### config.mk
export PLATFORM = sky130hd
export DESIGN_NAME = mbf_chan_decimate_scale
export DESIGN_NICKNAME = d
export VERILOG_FILES = /design/src/rtl/mbf_chan_decimate_scale.sv
export SDC_FILE = /design/constraint.sdc
export NUM_CORES = 1
export LEC_CHECK = 0
export BUFFER_PORTS_ARGS = -buffer_cell sky130_fd_sc_hd__buf_4
export CAP_MARGIN = 10
export CORE_MARGIN = 5
export CORE_UTILIZATION = 50
export DETAILED_ROUTE_END_ITERATION = 8
export PLACE_DENSITY_LB_ADDON = 0.08
export SLEW_MARGIN = 20
export SYNTH_ARGS = -nofsm -noshare
export SYNTH_HDL_FRONTEND = slang
export SYNTH_SLANG_ARGS = --single-unit
### constraint.sdc
create_clock -name CLK -period 11.3 [get_ports CLK]
set_input_delay 0.565 -clock CLK [delete_from_list [all_inputs] [get_ports CLK]]
set_output_delay 0.565 -clock CLK [all_outputs]
set_load 0.02 [all_outputs]
### src/rtl/mbf_chan_decimate_scale.sv
// Multichannel decimate-and-scale stage.
// Per-channel phase counters pick which TDM samples to keep (factor D, or all in bypass).
// Kept samples are right-shifted with round-half-up, then saturated to OUT_W bits.
// A two-word config sequence (D, then shift) updates the settings at runtime.
module mbf_chan_decimate_scale #(
    parameter int unsigned IN_W          = 54,
    parameter int unsigned OUT_W         = 24,
    parameter int unsigned NUM_CH        = 16,
    parameter int unsigned CH_W          = 4,
    parameter int unsigned DCEF_MAX      = 16,
    parameter int unsigned DCEF_DEFAULT  = 2,
    parameter int unsigned SHIFT_DEFAULT = 30,
    parameter int unsigned CFG_W         = 24
) (
    input  logic             CLK,
    input  logic             RST,
    input  logic             isConfig,
    input  logic [CFG_W-1:0] Data_Config_In,
    output logic             isConfigACK,
    output logic             isConfigDone,
    input  logic             Phase_Sync,
    input  logic             Bypass_Dec,
    input  logic [IN_W-1:0]  Data_In,
    input  logic             Data_In_Valid,
    input  logic [CH_W-1:0]  Data_In_ChIdx,
    output logic [OUT_W-1:0] Data_Out,
    output logic             Data_Out_Valid,
    output logic [CH_W-1:0]  Data_Out_ChIdx
);

    localparam int unsigned D_W       = $clog2(DCEF_MAX + 1);
    localparam int unsigned SH_W      = $clog2(IN_W);
    localparam int unsigned R_W       = IN_W + 1;
    localparam int unsigned NUM_SLOTS = 2 ** CH_W;

    localparam logic signed [R_W-1:0] SAT_MAX =
        {{(R_W - OUT_W + 1){1'b0}}, {(OUT_W - 1){1'b1}}};
    localparam logic signed [R_W-1:0] SAT_MIN =
        {{(R_W - OUT_W + 1){1'b1}}, {(OUT_W - 1){1'b0}}};

    typedef enum logic [0:0] {CfgIdle, CfgShift} cfg_state_t;

    // Config state and active settings
    cfg_state_t      cfg_state;
    logic [D_W-1:0]  dcef;
    logic [D_W-1:0]  d_pend;
    logic [SH_W-1:0] shift;
    logic            cfg_commit;
    logic [D_W-1:0]  d_clamped;
    logic [SH_W-1:0] sh_clamped;

    // Phase counters; slots at or above NUM_CH are never written
    logic [D_W-1:0]  cnt [NUM_SLOTS];
    logic            in_accept;
    logic            keep;
    logic [D_W-1:0]  cnt_cur;
    logic [D_W-1:0]  cnt_inc;
    logic [D_W-1:0]  cnt_next;

    // Pipeline registers
    logic                   s1_valid;
    logic [IN_W-1:0]        s1_data;
    logic [CH_W-1:0]        s1_ch;
    logic [SH_W-1:0]        s1_shift;
    logic signed [R_W-1:0]  s1_ext;
    logic signed [R_W-1:0]  s1_rnd;
    logic signed [R_W-1:0]  s1_r;
    logic                   s2_valid;
    logic signed [R_W-1:0]  s2_r;
    logic [CH_W-1:0]        s2_ch;
    logic [OUT_W-1:0]       s2_sat;

    // Clamp incoming config words to the legal ranges
    always_comb begin
        cfg_commit = (cfg_state == CfgShift) && isConfig;
        if (Data_Config_In == '0) begin
            d_clamped = D_W'(1);
        end else if (Data_Config_In > CFG_W'(DCEF_MAX)) begin
            d_clamped = D_W'(DCEF_MAX);
        end else begin
            d_clamped = Data_Config_In[D_W-1:0];
        end
        if (Data_Config_In > CFG_W'(IN_W - 1)) begin
            sh_clamped = SH_W'(IN_W - 1);
        end else begin
            sh_clamped = Data_Config_In[SH_W-1:0];
        end
    end

    // Config FSM: word0 = D, word1 = shift; both commit together on the second word
    always_ff @(posedge CLK) begin
        if (RST) begin
            cfg_state    <= CfgIdle;
            d_pend       <= D_W'(DCEF_DEFAULT);
            dcef         <= D_W'(DCEF_DEFAULT);
            shift        <= SH_W'(SHIFT_DEFAULT);
            isConfigACK  <= 1'b0;
            isConfigDone <= 1'b0;
        end else begin
            isConfigACK  <= 1'b0;
            isConfigDone <= 1'b0;
            case (cfg_state)
                CfgIdle: begin
                    if (isConfig) begin
                        d_pend      <= d_clamped;
                        isConfigACK <= 1'b1;
                        cfg_state   <= CfgShift;
                    end
                end
                CfgShift: begin
                    // Dropping isConfig here aborts without touching active settings
                    if (isConfig) begin
                        dcef         <= d_pend;
                        shift        <= sh_clamped;
                        isConfigACK  <= 1'b1;
                        isConfigDone <= 1'b1;
                    end
                    cfg_state <= CfgIdle;
                end
                default: cfg_state <= CfgIdle;
            endcase
        end
    end

    // S0 keep decision; Phase_Sync makes this cycle's sample see a zero phase
    always_comb begin
        in_accept = Data_In_Valid && (32'(Data_In_ChIdx) < NUM_CH);
        cnt_cur   = Phase_Sync ? '0 : cnt[Data_In_ChIdx];
        cnt_inc   = cnt_cur + D_W'(1);
        cnt_next  = (cnt_inc == dcef) ? '0 : cnt_inc;
        keep      = Bypass_Dec || (cnt_cur == '0);
    end

    // Phase counter update; a settings commit realigns every channel
    always_ff @(posedge CLK) begin
        if (RST || cfg_commit) begin
            for (int unsigned i = 0; i < NUM_SLOTS; i++) begin
                cnt[i] <= '0;
            end
        end else begin
            if (Phase_Sync) begin
                for (int unsigned i = 0; i < NUM_SLOTS; i++) begin
                    cnt[i] <= '0;
                end
            end
            if (in_accept) begin
                cnt[Data_In_ChIdx] <= cnt_next;
            end
        end
    end

    // S1 round-half-up shift and S2 saturation, evaluated one bit wider than the input
    always_comb begin
        s1_ext = {s1_data[IN_W-1], s1_data};
        s1_rnd = (s1_shift != '0) ? (R_W'(1) << (s1_shift - SH_W'(1))) : '0;
        s1_r   = (s1_ext + s1_rnd) >>> s1_shift;
        if (s2_r > SAT_MAX) begin
            s2_sat = {1'b0, {(OUT_W - 1){1'b1}}};
        end else if (s2_r < SAT_MIN) begin
            s2_sat = {1'b1, {(OUT_W - 1){1'b0}}};
        end else begin
            s2_sat = s2_r[OUT_W-1:0];
        end
    end

    // Pipeline; shift is captured at S0 so in-flight samples keep the settings they entered with
    always_ff @(posedge CLK) begin
        if (RST) begin
            s1_valid       <= 1'b0;
            s1_data        <= '0;
            s1_ch          <= '0;
            s1_shift       <= '0;
            s2_valid       <= 1'b0;
            s2_r           <= '0;
            s2_ch          <= '0;
            Data_Out_Valid <= 1'b0;
            Data_Out       <= '0;
            Data_Out_ChIdx <= '0;
        end else begin
            s1_valid       <= in_accept && keep;
            s1_data        <= Data_In;
            s1_ch          <= Data_In_ChIdx;
            s1_shift       <= shift;
            s2_valid       <= s1_valid;
            s2_r           <= s1_r;
            s2_ch          <= s1_ch;
            Data_Out_Valid <= s2_valid;
            if (s2_valid) begin
                Data_Out       <= s2_sat;
                Data_Out_ChIdx <= s2_ch;
            end
        end
    end

endmodule

# ---- After elaboration in Yosys (flattened, before gate mapping)
# Memories as Yosys holds them, arrays and structs flattened.
# Index checks and enable logic that the tools add are counted.
dict set report word_totals {
  input_bits 88
  mem_bits_ro 0
  ramBits 80
  latchBits 0
  memories 1
  elab_cells 88
  ff_bits 173
}
dict set report classes {
  mul 0
  add_sub_neg 3
  n_lt_le_gt_ge 4
  reduce_logical 10
  bitwise_logic 17
  muxes 34
  eq_ne 1
  shift 2
  div 0
}
# name words width rd rd_clocked_by_memory_dff wr line
set memory_table {}
lappend memory_table {cnt 16 5 1 0 17 53} ;# logic [D_W-1:0] cnt [NUM_SLOTS];
# operator n
set op_table {}
lappend op_table {{two-way mux 5 bit} 20}
lappend op_table {{adder 54 x 55 -> 55 bit} 1}
lappend op_table {{> comparator 55 x 24 -> 1 bit, second input constant} 1}
lappend op_table {{< comparator 55 x 24 -> 1 bit, second input constant} 1}
lappend op_table {{two-way mux 55 bit} 1}
lappend op_table {{<< shifter 1 x 6 -> 55 bit, first input constant} 1}
lappend op_table {{>>> shifter 55 x 6 -> 55 bit} 1}
lappend op_table {{two-way mux 24 bit} 2}
lappend op_table {{> comparator 24 x 5 -> 1 bit, second input constant} 1}
lappend op_table {{> comparator 24 x 6 -> 1 bit, second input constant} 1}
lappend op_table {{zero test 24 bit} 1}
lappend op_table {{OR 1 bit} 16}
lappend op_table {{two-way mux 1 bit} 9}
lappend op_table {{two-way mux 6 bit} 1}
lappend op_table {{nonzero test 6 bit} 1}
lappend op_table {{subtractor 6 x 1 -> 6 bit, second input constant} 1}
lappend op_table {{adder 5 x 1 -> 5 bit, second input constant} 1}
lappend op_table {{== test 5 bit} 1}
lappend op_table {{zero test 5 bit} 1}
lappend op_table {{AND reduction 2 bit} 2}
lappend op_table {{logical AND 1 bit} 2}
lappend op_table {{logical OR 1 bit} 2}
lappend op_table {{case mux 1 bit (2 select lines)} 1}
lappend op_table {{OR reduction 2 bit} 1}
lappend op_table {{inverter 1 bit} 1}

# ---- Logic depth before layout (Yosys ltp)
# Gate-level depths: netlist (run 1).
dict set report logic_depth {
  word_depth 5
  mapped_depth 23
  ltp_nobuf 17
}

# ---- Worst setup path before layout (run 1)
# No wires, ideal clock.
dict set report synth_path {
  kind {register -> register}
  start {register s1_shift[1]}
  end {register s2_r[2]}
  path_slack_ns 6.354
  arrival_ns 4.872
  path_buffers 5
  path_stages_with_launch 20
  setup_ns 0.074
  t_required_ns 11.226
  cell_sequence {dfxtp_1 > clkbuf_1 > inv_1 > buf_1 > nand2_1 > clkbuf_1 > buf_1 > nor2_1 > ha_1 > buf_2 > and4_1 > and2_1 > a221o_1 > o21ai_1 > nand3b_1 > xnor2_1 > mux4_2 > mux4_2 > or3_1 > a31oi_1}
}
dict set report synth_via {
  elab_chain_len 5
  word_cells_on_any_way 6
  classes_between {2 x add/sub; 2 x shift; 1 x mux; 1 x reduce/logical}
}
# item line
set synth_lines {}
lappend synth_lines {{from (decl)} 64} ;# logic [SH_W-1:0] s1_shift;
lappend synth_lines {{from (signal assigned)} 183} ;# s1_shift <= shift;
lappend synth_lines {{subtractor 6 x 1 -> 6 bit} 155} ;# s1_rnd = (s1_shift != '0) ? (R_W'(1) << (s1_shift - SH_W'(1))) : '0;
lappend synth_lines {{<< shifter 1 x 6 -> 55 bit} 155}
lappend synth_lines {{two-way mux 55 bit} 155}
lappend synth_lines {{adder 54 x 55 -> 55 bit} 156} ;# s1_r = (s1_ext + s1_rnd) >>> s1_shift;
lappend synth_lines {{>>> shifter 55 x 6 -> 55 bit *} 156}
lappend synth_lines {{to (signal assigned)} 185} ;# s2_r <= s1_r;
lappend synth_lines {{to (decl)} 69} ;# logic signed [R_W-1:0] s2_r;
# Every way passes the cells marked *; elsewhere a longest branch is shown, timed or not.
# A chain may end at the register's enable or synchronous reset.

# ---- Worst setup path in the final report (run 1)
dict set report layout_path {
  start {register s1_shift[1]}
  end {register s2_r[21]}
}
# Same word-level chain as after synthesis.

==> flow_summary_export.csv, run 1 <==
group,metric,value,unit
worst_setup_path,crit_buf_inv,4,
yosys,synth_top_area_share,19.50,%
yosys,synth_commonest_cells,"nor2_1 (285), nand2_1 (227), dfxtp_1 (173), a21oi_1 (131), clkbuf_1 (99)",
cts,cts_setup_buffers,0,
cts,clkLatencyLatePin,0.58,ns
cts,clk_pin_slew_worst_paths,0.06,ns
floorplan,die_x,198.5,um
route,wl_met3,6.735,mm
floorplan,ios,119,
place,dp_cells,2585,
place,post_dp_cell_area,0.01880,mm2
worst_setup_path,path_cells,"buf_4 > clkinv_1 > buf_4 > nand2_1 > buf_4 > nor2_1 > ha_1 > nand4_1 > nor2_1 > a22oi_1 > a2111oi_0 > nor3_1 > xnor2_1 > a211oi_1 > mux2i_1 > a222oi_1 > nand2_1 > a221o_1",
cts,clock_path_buffers,3,
route,routed_wl,66.13,mm
sta,hold_ws,0.1992,ns
floorplan,core-area,0.03531,mm2
route,antenna_left,0,
worst_setup_path,worstSetupEndpointType,"flop",
global_route,antenna_found_initial,0,
power_and_ir_drop,seqPwrFrac,42.2,%
route,first_iter_violations,1943,
yosys,ys_ff_latch,253,
sta,clock_skew,0.02303,ns
floorplan,die_h,198.5,um
worst_setup_path,critPathMaxFanout,51,
power_and_ir_drop,peakVddDrop,0.0001488,V
yosys,ys_types,94,
global_route,grt_pass1_vias,16666,
cts,cts-root-buf,"clkbuf_16",
sta,setup_violations,0,
global_route,overflow,0,
floorplan,rows,69,
sta,hold_viol,0,
worst_hold_path,hold_class,"in -> reg",
yosys,synthArstFlopShare,0,%
run,cap_violations,0,
layout,nNetsFinal,2299,
place,post-place-ws,4.670,ns
floorplan,start_util,50.30,%
cts,postCtsResizedCells,0,
route,highest_layer,"met4",
route,drc,0,
power_and_ir_drop,power_density,122.5,mW/mm2
global_route,grt_use_total,32.52,%
yosys,synthFlopType,"dfxtp_1",
worst_setup_path,cp.required,11.76,ns
sta,max_freq,0.1428,GHz
sta,rsz0062_at_grt,"no",
power_and_ir_drop,switching_share,30.26,%
yosys,synth_top_area_cell,"dfxtp_1",
worst_setup_path,cpPeakStageDelay,0.86,ns
yosys,syn_area,0.01776,mm2
layout,drive_gt1_share,13.19,%
worst_setup_path,path_common_cell,"buf_4",
sta,relSlewSlack,26.24,%
yosys,synth-edff-count,80,
route,wl_met2,28.41,mm
cts,htree_num_levels,1,
yosys,synth_cells,2129,
yosys,synth.area.top_cells,"dfxtp_1 (20%), edfxtp_1 (14%), nor2_1 (6.0%)",
sta,worst_slack,4.299,ns
global_route,grt_max_degree,79,
route,viasPerCell,6.667,
sta,tns,0,ns
cts,numCtsBuffers,28,
worst_setup_path,crit_family,"compound AO/OA/AOI/OAI gates",
power_and_ir_drop,p_leak,7.625,nW
run_status,status,"completed",
place,port-buffer-count,118,
yosys,syn_nets,2274,
cts,cts_hold_buf,0,
route,vias,17580,
layout,stdcell_count,2637,
route,wl_met1,27.69,mm
worst_setup_path,slowest_stage,"a211oi_1",
sta,fin_crit_sh,61.96,%
power_and_ir_drop,clkPwrFrac,37.4,%
yosys,yosysWarnings,0,
route,drt_pass1_iterations,8,
yosys,synth.most_common_cell,"nor2_1",
power_and_ir_drop,switchingPower,0.0007309,W
worst_setup_path,arrival,7.46,ns
worst_setup_path,path_class,"reg -> reg",
sta,worst_pin_slew,1.102,ns
worst_setup_path,setup.worst_path.start_class,"flop",
power_and_ir_drop,p_int,0.001684,W
yosys,postSynthAreaPerCell,8.342,um2
floorplan,die-area,0.03939,mm2
global_route,grt_pass1_wl,99.87,mm
cts,cts_sinks,253,
layout,syn_to_final_growth,11.04,%
sta,maxSlewViolCount,0,
place,dpl.hpwl,49.69,mm
route,wl_per_cell,25.08,um
layout,antennaDiodeCount,0,
yosys,ys_seq_area_share,33.03,%
sta,post-route-min-period,7.001,ns
cts,cts_tree,"yes",
place,gp_congestion,1.020,
power_and_ir_drop,combPwrFrac,20.4,%
layout,stdcell_area,0.01972,mm2
[sequential cells by signal, indices dropped and copies added (netlist names), 4 cells and up]
signal and cells:
cnt 80, s2_r 55, s1_data 54, Data_Out 24
s1_shift 6, shift 6, d_pend 5, dcef 5
Data_Out_ChIdx 4, s1_ch 4, s2_ch 4
[power by group through the flow]
stage	clock, W	sequential (W)	combinational (W)
after floorplan	0	0.00103	0.000310
after global placement	0	0.00104	0.000475
after detailed placement	0	0.00104	0.000477
after CTS	0.000914	0.00102	0.000480
after global routing	0.000954	0.00102	0.000523
final	0.000902	0.00102	0.000493
[worst reg2reg max path: cells and delay by family (launching register included)]
family | cells | cell delay, ns
AOI/OAI and AO/OA | 5 | 2.48
xor gates and xnor gates | 1 | 0.20
adders and majority gates | 1 | 0.49
buffers and inverters | 4 | 1.45
DFF | 1 | 0.31
muxes | 1 | 0.23
and+or+nand+nor | 6 | 1.76
[logic make-up (layout without fill, tap and decap cells)]
family	Yosys count	in the layout	share of synthesized area, %
muxes	113	113	9.786
and+or+nand+nor	905	905	24.12
DFF	253	253	33.03
xor gates and xnor gates	53	53	2.614
buffers and inverters	189	236	4.361
adders and majority gates	57	57	4.058
AOI/OAI and AO/OA	559	559	22.03
[per-stage QoR]
stage / util [%] / power (W)
after global placement: 53.25 / 0.001513
final: 55.85 / 0.002415
after detailed placement: 53.25 / 0.001516
after floorplan: - / 0.001343
after CTS: 55.85 / 0.002414
after global routing: 55.85 / 0.002502
[path summary, 6_finish.rpt]
path / from / endpoint / slack [ns] / cells past startpoint
max: s1_shift[1] / s2_r[21] / 4.30 / 18
max reg2reg: s1_shift[1] / s2_r[21] / 4.30 / 18
min reg2reg: s1_ch[0] / s2_ch[0] / 0.44 / 1
min: Data_In[33] / s1_data[33] / 0.20 / 2
[placed cells by master (no fill, tap or decap), types with 15 or more instances in the layout]
cell type	instances
edfxtp_1	80
dfxtp_1	173
o21a_1	20
nand3_1	62
mux4_2	47
a21oi_1	131
nor2_1	285
inv_1	32
a31oi_1	21
mux2i_1	51
o221ai_1	16
buf_4	147
xnor2_1	31
or3_1	17
nor2b_1	78
clkbuf_16	28
nand4_1	45
a211oi_1	50
nor3_1	74
o21ai_0	81
ha_1	56
nor4_1	31
nand2_1	227
a21o_1	29
mux2_2	15
a221oi_1	16
and2_1	21
xor2_1	22
o211ai_1	20
a221o_1	21
[area by class of cell]
type / instances / area, um2
fill: 3354 / 15590
multi-input combinational: 1687 / 11120
sequential: 253 / 5866
timing repair buffer: 147 / 1104
clock buffer: 39 / 792.0
tap: 461 / 576.8
inverter: 37 / 138.9
clock inverter: 13 / 123.9
[per-layer routing]
metal	vias to the layer above	global-route usage (%)
li1	8026	-
met1	8418	45.49
met2	945	48.76
met3	191	7.639
met4	0	13.27
met5	-	0
No activity file was read; power rests on OpenSTA's default activity.
==> run 2: changes to the inputs <==
clock period = 6.4 ns   (was 11.3 ns; I/O delays follow)
==> run 2 against run 1 <==
  * Highest routed layer is now met5
  * Final cell count up 4.3%
  * Critical path type unchanged
  * Cell area grew 5.7%
  * Setup slack worse by 3.9 ns
  * Wire length grew 2.1%
  * Die area unchanged
  * Register-to-register slack lost 3.9 ns
  * Largest cell class unchanged
  * Clock skew rose by 0.012 ns
  * Critical path depth shrank 3
  * Combinational power increased by 89%
  * Fmax increased by 17%
  * Non-clock buffer count rose by 111
==> flow_summary_export.csv, run 2 (synthesis results as in run 1) <==
group,metric,value,unit
run_status,status,"completed",
cts,clock_path_buffers,3,
sta,worst_slack,0.4032,ns
layout,drive_gt1_share,14.90,%
route,drt_pass1_iterations,7,
sta,worst_pin_slew,1.089,ns
sta,setup_violations,0,
global_route,grt_max_degree,69,
cts,cts-root-buf,"clkbuf_16",
route,vias,18207,
power_and_ir_drop,seqPwrFrac,39.7,%
floorplan,rows,69,
cts,htree_num_levels,1,
floorplan,ios,119,
floorplan,start_util,50.30,%
layout,post-route-util,59.01,%
worst_setup_path,worstSetupEndpointType,"flop",
sta,tns,0,ns
worst_setup_path,critPathMaxFanout,15,
sta,hold_ws,0.02591,ns
layout,layout_commonest_cell,"nor2_1",
power_and_ir_drop,combPwrFrac,20.5,%
route,antenna_left,0,
place,dp_cells,2635,
sta,clock_skew,0.03479,ns
floorplan,die-area,0.03939,mm2
layout,reg.largest.list,"cnt x80, s2_r x55, s1_data x54",
cts,clkLatencyLatePin,0.60,ns
layout,regMostFlops,"cnt",
layout,largest_reg_flops,80,
worst_setup_path,setup.worst_path.start_class,"flop",
cts,numCtsBuffers,29,
route,viasPerCell,6.621,
worst_hold_path,hold_class,"in -> reg",
power_and_ir_drop,power_density,217.8,mW/mm2
cts,cts_setup_buffers,0,
floorplan,core-area,0.03531,mm2
worst_setup_path,arrival,6.46,ns
layout,stdcell_count,2750,
global_route,antenna_found_initial,2,
worst_setup_path,path_class,"reg -> reg",
sta,rsz0062_at_grt,"no",
power_and_ir_drop,p_leak,8.197,nW
power_and_ir_drop,peakVddDrop,0.0003102,V
power_and_ir_drop,clkPwrFrac,39.7,%
cts,clk_pin_slew_worst_paths,0.06,ns
route,drc,0,
place,gp_congestion,1.085,
global_route,grt_pass1_vias,16789,
layout,nNetsFinal,2411,
sta,max_freq,0.1668,GHz
power_and_ir_drop,p_int,0.003206,W
route,first_iter_violations,2154,
cts,cts_sinks,253,
place,port-buffer-count,118,
power_and_ir_drop,switching_share,29.35,%
sta,post-route-min-period,5.997,ns
route,wl_per_cell,24.55,um
floorplan,die_h,198.5,um
sta,hold_viol,0,
floorplan,die_x,198.5,um
route,routed_wl,67.52,mm
layout,n_fill_cell,3181,
place,dpl.hpwl,50.56,mm
sta,fin_crit_sh,93.70,%
worst_setup_path,cp.required,6.87,ns
layout,antennaDiodeCount,0,
layout,syn_to_final_growth,17.33,%
sta,maxSlewViolCount,0,
global_route,grt_use_total,33.05,%
cts,cts_tree,"yes",
place,post-place-ws,0.6507,ns
power_and_ir_drop,switchingPower,0.001332,W
global_route,grt_pass1_wl,101.9,mm
sta,relSlewSlack,27.13,%
layout,final_cell_mix,"nor2_1 (283), nand2_1 (227), buf_4 (197), dfxtp_1 (173), a21oi_1 (131)",
global_route,overflow,0,
run,cap_violations,0,
==> run 2: worst max-delay path, cell delays in order (launching register included) <==
cell      delay (ns)
dfxtp_1         0.83
inv_1           0.27
nand2_1         0.43
nor3_1          0.12
ha_1            0.46
a21oi_1         0.31
o21ai_0         0.26
a221o_1         0.50
o211ai_1        0.30
a31oi_1         0.15
nor3_1          0.40
a311oi_1        0.16
a221oi_1        0.77
mux2i_1         0.30
mux2_2          0.37
o221ai_1        0.24
==> run 2: metrics by stage <==
| step | instance area, um2 | power [W] |
|---|---|---|
| 2_1_floorplan | 17760 | 0.002371 |
| 3_3_place_gp | 19180 | 0.002707 |
| 3_5_place_dp | 19180 | 0.002710 |
| 4_1_cts | 20840 | 0.004529 |
| 5_1_grt | 20840 | 0.004691 |
| 6_report | 20840 | 0.004538 |
==> run 2: repair_timing <==
item | in CTS | in global routing
hold buffers | 61 | 0
hold endpoints to repair | 62 | 0
gates resized for setup | 0 | 0
==> run 2: layout make-up <==
cell class | instances | area, um2 | share of cell area [%]
clock buffer | 39 | 813.3 | 3.903
clock inverter | 15 | 229.0 | 1.099
inverter | 37 | 138.9 | 0.6665
multi-input combinational | 1687 | 11120 | 53.39
sequential | 253 | 5866 | 28.15
tap | 461 | 576.8 | 2.768
timing repair buffer | 258 | 2090 | 10.03
==> run 2: final timing paths <==
path | startpoint | endpoint | slack [ns] | cells after the start
worst max-delay path | s1_shift[5] | s2_r[20] | 0.40 | 15
worst min-delay path | Data_Config_In[0] | shift[0] | 0.03 | 2
worst max register to register | s1_shift[5] | s2_r[20] | 0.40 | 15
worst min register to register | s1_ch[1] | s2_ch[1] | 0.44 | 1
==> run 2: power by group through the flow <==
stage               Combinational [W]  Sequential [W]  Clock, W
global placement             0.000873         0.00183         0
floorplan                    0.000548         0.00182         0
detailed placement           0.000874         0.00184         0
global route                 0.000989         0.00181   0.00189
CTS                          0.000908         0.00180   0.00182
finish                       0.000932         0.00180   0.00180
==> run 2: per-layer routing <==
metal	vias to the layer above	share of wire, %	global-route usage [%]
met4	2	4.6	12.39
met2	1054	44	50.39
li1	8274	-	-
met3	202	9.8	5.860
met5	-	0.010	0
met1	8675	42	47.16
